<file path="config.mk">
export PLATFORM = sky130hd
export DESIGN_NAME = muldiv_seq_flat
export DESIGN_NICKNAME = d
export VERILOG_FILES = /design/src/rtl/muldiv_seq_if.sv /design/src/rtl/muldiv_seq.sv /design/src/flat_wrapper.sv
export SDC_FILE = /design/constraint.sdc
export NUM_CORES = 1
export LEC_CHECK = 0
export CAP_MARGIN = 40
export CORE_ASPECT_RATIO = 0.6
export CORE_UTILIZATION = 30
export CTS_CLUSTER_SIZE = 20
export DETAILED_ROUTE_END_ITERATION = 16
export PLACE_DENSITY = 0.48
export SYNTH_ARGS = -nofsm -noshare
export SYNTH_HDL_FRONTEND = slang
export SYNTH_SLANG_ARGS = --single-unit
</file>
<file path="constraint.sdc">
create_clock -name clk -period 7.7 [get_ports clk]
set_clock_uncertainty 0.2 [all_clocks]
set_input_delay 0.77 -clock clk [delete_from_list [all_inputs] [get_ports clk]]
set_output_delay 0.77 -clock clk [all_outputs]
set_load 0.05 [all_outputs]
</file>
<file path="src/rtl/muldiv_seq_if.sv">
// muldiv_seq_if: request/response handshake bundle between a requester and the multiply/divide unit.
interface muldiv_seq_if #(parameter int WIDTH = 16);
  logic             in_valid;
  logic             in_ready;
  logic [1:0]       op;
  logic [WIDTH-1:0] a;
  logic [WIDTH-1:0] b;
  logic             out_valid;
  logic             out_ready;
  logic [WIDTH-1:0] result_lo;
  logic [WIDTH-1:0] result_hi;
  logic             div_by_zero;
  modport master (
    output in_valid, op, a, b, out_ready,
    input  in_ready, out_valid, result_lo, result_hi, div_by_zero
  );
  modport slave (
    input  in_valid, op, a, b, out_ready,
    output in_ready, out_valid, result_lo, result_hi, div_by_zero
  );
endinterface

</file>
<file path="src/rtl/muldiv_seq.sv">
// muldiv_seq: iterative signed/unsigned multiply (shift-add) and restoring divide, one bit per cycle.
module muldiv_seq #(
  parameter int WIDTH = 16
) (
  input logic          clk,
  input logic          reset,
  muldiv_seq_if.slave  bus
);
  localparam int CW = $clog2(WIDTH);
  typedef enum logic [1:0] {IDLE, BUSY, FIX, DONE} state_t;
  state_t             state_q, state_d;
  logic               div_q, div_d, neg_q, neg_d, rneg_q, rneg_d, dbz_q, dbz_d;
  logic [WIDTH-1:0]   a_q, a_d, b_q, b_d, lo_q, lo_d, hi_q, hi_d;
  logic [2*WIDTH-1:0] acc_q, acc_d, prod;
  logic [CW-1:0]      cnt_q, cnt_d;
  logic               sa, sb;
  logic [WIDTH-1:0]   ma, mb, quo, rem;
  logic [WIDTH:0]     sum, trial;
  always_comb begin
    sa      = bus.op[0] & bus.a[WIDTH-1];
    sb      = bus.op[0] & bus.b[WIDTH-1];
    ma      = sa ? -bus.a : bus.a;
    mb      = sb ? -bus.b : bus.b;
    sum     = {1'b0, acc_q[2*WIDTH-1:WIDTH]} + {1'b0, (acc_q[0] ? b_q : '0)};
    trial   = acc_q[2*WIDTH-1:WIDTH-1] - {1'b0, b_q};
    prod    = neg_q ? -acc_q : acc_q;
    quo     = neg_q ? -acc_q[WIDTH-1:0] : acc_q[WIDTH-1:0];
    rem     = rneg_q ? -acc_q[2*WIDTH-1:WIDTH] : acc_q[2*WIDTH-1:WIDTH];
    state_d = state_q;
    div_d   = div_q;
    neg_d   = neg_q;
    rneg_d  = rneg_q;
    dbz_d   = dbz_q;
    a_d     = a_q;
    b_d     = b_q;
    lo_d    = lo_q;
    hi_d    = hi_q;
    acc_d   = acc_q;
    cnt_d   = cnt_q;
    case (state_q)
      IDLE: if (bus.in_valid) begin
        state_d = BUSY;
        div_d   = bus.op[1];
        a_d     = bus.a;
        b_d     = mb;
        acc_d   = {{WIDTH{1'b0}}, ma};
        cnt_d   = CW'(WIDTH - 1);
        neg_d   = sa ^ sb;
        rneg_d  = sa;
      end
      BUSY: begin
        // trial[WIDTH] is the borrow: the remainder stays below the divisor, so no wider compare is needed
        acc_d   = div_q ? (trial[WIDTH] ? {acc_q[2*WIDTH-2:0], 1'b0}
                                        : {trial[WIDTH-1:0], acc_q[WIDTH-2:0], 1'b1})
                        : {sum, acc_q[WIDTH-1:1]};
        cnt_d   = cnt_q - 1'b1;
        state_d = (cnt_q == '0) ? FIX : BUSY;
      end
      FIX: begin
        state_d = DONE;
        lo_d    = div_q ? ((b_q == '0) ? '1 : quo) : prod[WIDTH-1:0];
        hi_d    = div_q ? ((b_q == '0) ? a_q : rem) : prod[2*WIDTH-1:WIDTH];
        dbz_d   = div_q & (b_q == '0);
      end
      DONE: state_d = bus.out_ready ? IDLE : DONE;
      default: state_d = IDLE;
    endcase
  end
  always_ff @(posedge clk or negedge reset) begin
    if (!reset) begin
      state_q <= IDLE;
      div_q   <= 1'b0;
      neg_q   <= 1'b0;
      rneg_q  <= 1'b0;
      dbz_q   <= 1'b0;
      a_q     <= '0;
      b_q     <= '0;
      lo_q    <= '0;
      hi_q    <= '0;
      acc_q   <= '0;
      cnt_q   <= '0;
    end else begin
      state_q <= state_d;
      div_q   <= div_d;
      neg_q   <= neg_d;
      rneg_q  <= rneg_d;
      dbz_q   <= dbz_d;
      a_q     <= a_d;
      b_q     <= b_d;
      lo_q    <= lo_d;
      hi_q    <= hi_d;
      acc_q   <= acc_d;
      cnt_q   <= cnt_d;
    end
  end
  assign bus.in_ready    = (state_q == IDLE);
  assign bus.out_valid   = (state_q == DONE);
  assign bus.result_lo   = lo_q;
  assign bus.result_hi   = hi_q;
  assign bus.div_by_zero = dbz_q;
endmodule

</file>
<file path="src/flat_wrapper.sv">
// flat-port wrapper written by rule: the top's interface ports become plain ports
module muldiv_seq_flat 
#(
  parameter int WIDTH = 16
)
  (clk, reset, bus_in_valid, bus_op, bus_a, bus_b, bus_out_ready, bus_in_ready, bus_out_valid, bus_result_lo, bus_result_hi, bus_div_by_zero);
  muldiv_seq_if #(.WIDTH(WIDTH)) bus_i ();
  input logic clk;
  input logic reset;
  input wire logic [$bits(bus_i.in_valid)-1:0] bus_in_valid;
  input wire logic [$bits(bus_i.op)-1:0] bus_op;
  input wire logic [$bits(bus_i.a)-1:0] bus_a;
  input wire logic [$bits(bus_i.b)-1:0] bus_b;
  input wire logic [$bits(bus_i.out_ready)-1:0] bus_out_ready;
  output wire logic [$bits(bus_i.in_ready)-1:0] bus_in_ready;
  output wire logic [$bits(bus_i.out_valid)-1:0] bus_out_valid;
  output wire logic [$bits(bus_i.result_lo)-1:0] bus_result_lo;
  output wire logic [$bits(bus_i.result_hi)-1:0] bus_result_hi;
  output wire logic [$bits(bus_i.div_by_zero)-1:0] bus_div_by_zero;
  assign bus_i.in_valid = bus_in_valid;
  assign bus_i.op = bus_op;
  assign bus_i.a = bus_a;
  assign bus_i.b = bus_b;
  assign bus_i.out_ready = bus_out_ready;
  assign bus_in_ready = bus_i.in_ready;
  assign bus_out_valid = bus_i.out_valid;
  assign bus_result_lo = bus_i.result_lo;
  assign bus_result_hi = bus_i.result_hi;
  assign bus_div_by_zero = bus_i.div_by_zero;
  muldiv_seq #(.WIDTH(WIDTH)) u_core (.clk(clk), .reset(reset), .bus(bus_i));
endmodule
</file>
==> out/summary.txt <==
Die area - 0.0278 mm^2
# diodes - 0
Compound-Gate Fraction of Synth Area - 0.227
Via/cell ratio - 5.35
Critical-path top delay cell - o21ai_0
Synth Instances - 1005
Area share of the largest cell type after synthesis - 0.326
Die height - 130 um
Die W - 215 um
Synth Area in XOR/XNOR - 0.0926
Leading area contributor after synthesis - dfrtp_1
Synth Area in Simple Gates - 0.195
M2 GR Usage - 0.223
Max Fclk - 259 MHz
Crit path launch - u_core.acc_q[0]
EDFF count, synth - 0
Asr flop ratio synth - 1.00
Yosys cell types - 68
CTS tree - built
Share of cells above drive strength 1 - 0.0472
Cell Pwr Density - 490 mW/mm^2
GRT Residual Overflow - 0
Routed WL - 27200 um
Seq/Total Area, Yosys - 0.326
GR peak layer - met1
CP delay by family, top - compound AO/OA/AOI/OAI gates
First-pass GRT wire length - 42000 um
Average wire per standard cell - 19.4 um
Clk_lat worst skew - 0.37 ns
Max cap viols - 0
GPL Wtd Cong - 0.909
Synth area leaders - dfrtp_1 (33%), nand2_1 (6.7%), o21ai_0 (5.8%)
Main combinational cell family by area after synthesis - compound AO/OA/AOI/OAI gates
CP Buf/Inv Count - 1
Hold_ws - 0.197 ns
# hold bufs at CTS - 0
PostCTS Resize Cnt - 0
Setup-failing EPs final - 0
Flop2flop setup slack - 3.84 ns
Worst Setup End Kind - flop
Synthesis warning total - 0
CP startpoint kind - flop
CTS clk-pin slew, worst paths - 0.08 ns
Initial Utilization - 0.306
Final TNS setup - 0 ns
Hold/Removal Path Class - primary input to async pin
Tot GR Track Use - 0.199
Initial antenna violation count - 1
IO Count - 73
DRC Markers - 0
Average size of a mapped cell - 8.09 um^2
R2R cell count - 10
Core ar. - 0.0265 mm^2
Most frequent cell on the critical path - a21oi_1
Critical path class - flop to flop
Tmin final - 3.86 ns
Port Buffers - 72
Worst-margin pin slew - 0.828 ns
Num CTS Buffers - 9
Relative slew slack - 0.442
DR pass1 iterations - 5
Crit path largest cell delay - 0.68 ns
Most common flop cell mapped by yosys - dfrtp_1
Initial DRC count - 748
Mux contribution to synthesized area - 0.0455
Final hold violations - 0
Run status - completed
Clk buf depth - 2
RR Startpoint - u_core.acc_q[0]
Cell Chain, Critical Path - inv_1, nor2_1, ha_1, o21ai_0, o21bai_1, a21oi_1, a211o_1, a21oi_1, xor2_1, o221ai_1
Nets - 1112
Root Buffer Master - clkbuf_16
Final worst-path cycle share - 0.502
Crit-path max FO - 15
Detailed-route via count - 7486
Global Route met1 Usage - 0.342
Postcts setup bufs - 0
DP Wirelength - 21000 um
Vias in the first global route - 6824
Max rail drop VDD - 0.000183 V
H-Tree Depth - 3
Leak pwr - 3.99 nW
WP data arrival - 3.89 ns
Met3 Track Usage GR - 0.0570
# rows - 46
Largest net degree at the start of global routing - 61
Yosys reg bits - 106
Area growth syn-to-layout - 15.9%
Post-Synth Adder-Cell Area - 0.0619
RSZ-0062 raised after global routing - no
R2r endpoint - u_core.acc_q[27]
Sink Count - 106
CP Data Required Time - 7.73 ns
Mapped Area - 0.00813 mm^2
Post-Syn Nets - 1082
Remaining antenna violation count - 0
Slew Viols, Final - 0
[per-stage QoR]
step | total power [mW] | instances | utilization | worst slack (ns) | instance area, um^2
floorplan | 3.22 | 1005 | - | 4.58 | 8130
global placement | 4.09 | 1381 | 0.343 | 3.95 | 9100
detailed placement | 4.11 | 1384 | 0.345 | 3.99 | 9160
CTS | 4.58 | 1399 | 0.355 | 3.98 | 9430
global route | 4.97 | 1399 | 0.355 | 3.71 | 9430
finish | 4.62 | 1399 | 0.355 | 3.84 | 9430
[cells in the final DEF, fill, tap and decap left out, types with 13 or more instances in the layout]
cell type / synthesis / routed
xor2_1: 35 / 35
nand2_1: 145 / 145
xnor2_1: 51 / 51
inv_1: 39 / 39
nor2b_1: 23 / 23
ha_1: 37 / 37
o31ai_1: 14 / 14
o211ai_1: 13 / 13
nand3_1: 14 / 14
dfrtp_1: 106 / 106
nor2_1: 86 / 86
clkdlybuf4s50_1: 0 / 71
a21oi_1: 63 / 63
o21ai_0: 95 / 94
a211oi_1: 13 / 13
mux2i_1: 28 / 28
nor3_1: 17 / 17
[synth_stat cells, types with 17 or more instances]
cell	number
xor2_1	35
a21oi_1	63
clkbuf_1	58
dfrtp_1	106
nand2_1	145
nor3_1	17
nor2_1	86
xnor2_1	51
o21ai_0	95
ha_1	37
mux2i_1	28
inv_1	39
nor2b_1	23
[layout make-up]
type,instances,area [um^2]
fillers,2782,17100
multi-input cells,794,5060
flip-flops and latches,106,2650
repair buffers,85,843
well taps,360,450
clock buffers,13,260
inverters,39,146
clock inverters,2,12.5
[state kept, by name (all words and copies together), names as in the netlist]
name and flops:
u_core.acc_q 32, u_core.a_q 16, u_core.b_q 16, u_core.bus.result_hi 16
u_core.bus.result_lo 16, u_core.cnt_q 4, u_core.state_q 2, u_core.bus.div_by_zero 1
u_core.div_q 1, u_core.neg_q 1, u_core.rneg_q 1
[where the power goes]
part | total (mW) | leakage (nW) | switching, mW | internal [mW]
sequential | 1.19 | 1.34 | 0.376 | 0.811
clock | 0.456 | 0.132 | 0.220 | 0.236
combinational | 2.98 | 2.52 | 1.80 | 1.17
total | 4.62 | 3.99 | 2.40 | 2.22
[worst reg2reg max path, cell delays in order, from the launching register on]
cell      delay [ns]
dfrtp_1         0.48
inv_1           0.44
nor2_1          0.12
ha_1            0.34
o21ai_0         0.68
o21bai_1        0.37
a21oi_1         0.20
a211o_1         0.41
a21oi_1         0.20
xor2_1          0.16
o221ai_1        0.12
[worst max-delay path by stage]
stage / to / slack (ns) / cells after the start
3_5_place_dp: u_core.acc_q[27] / 3.99 / 10
4_1_cts: u_core.acc_q[27] / 3.98 / 10
3_3_place_gp: u_core.acc_q[27] / 3.95 / 10
5_1_grt: u_core.acc_q[27] / 3.71 / 10
6_report: u_core.acc_q[27] / 3.84 / 10
2_1_floorplan: u_core.bus.result_hi[12] / 4.58 / 11
[per-layer routing]
metal  vias to the layer above  part of all wire  routed length [um]
met1                      3543              0.58               15700
met3                        12             0.088                2410
met2                       299              0.33                8850
met5                         -                 0                   0
li1                       3632                 -                   -
met4                         0            0.0075                 205
[kinds of logic after synthesis]
| family | count (synthesis) |
|---|---|
| simple gates | 344 |
| fa+ha+maj | 39 |
| mux | 36 |
| buf+inv | 105 |
| xor+xnor | 86 |
| compound gates | 289 |
| flops | 106 |
(Power assumes the default switching activity.)
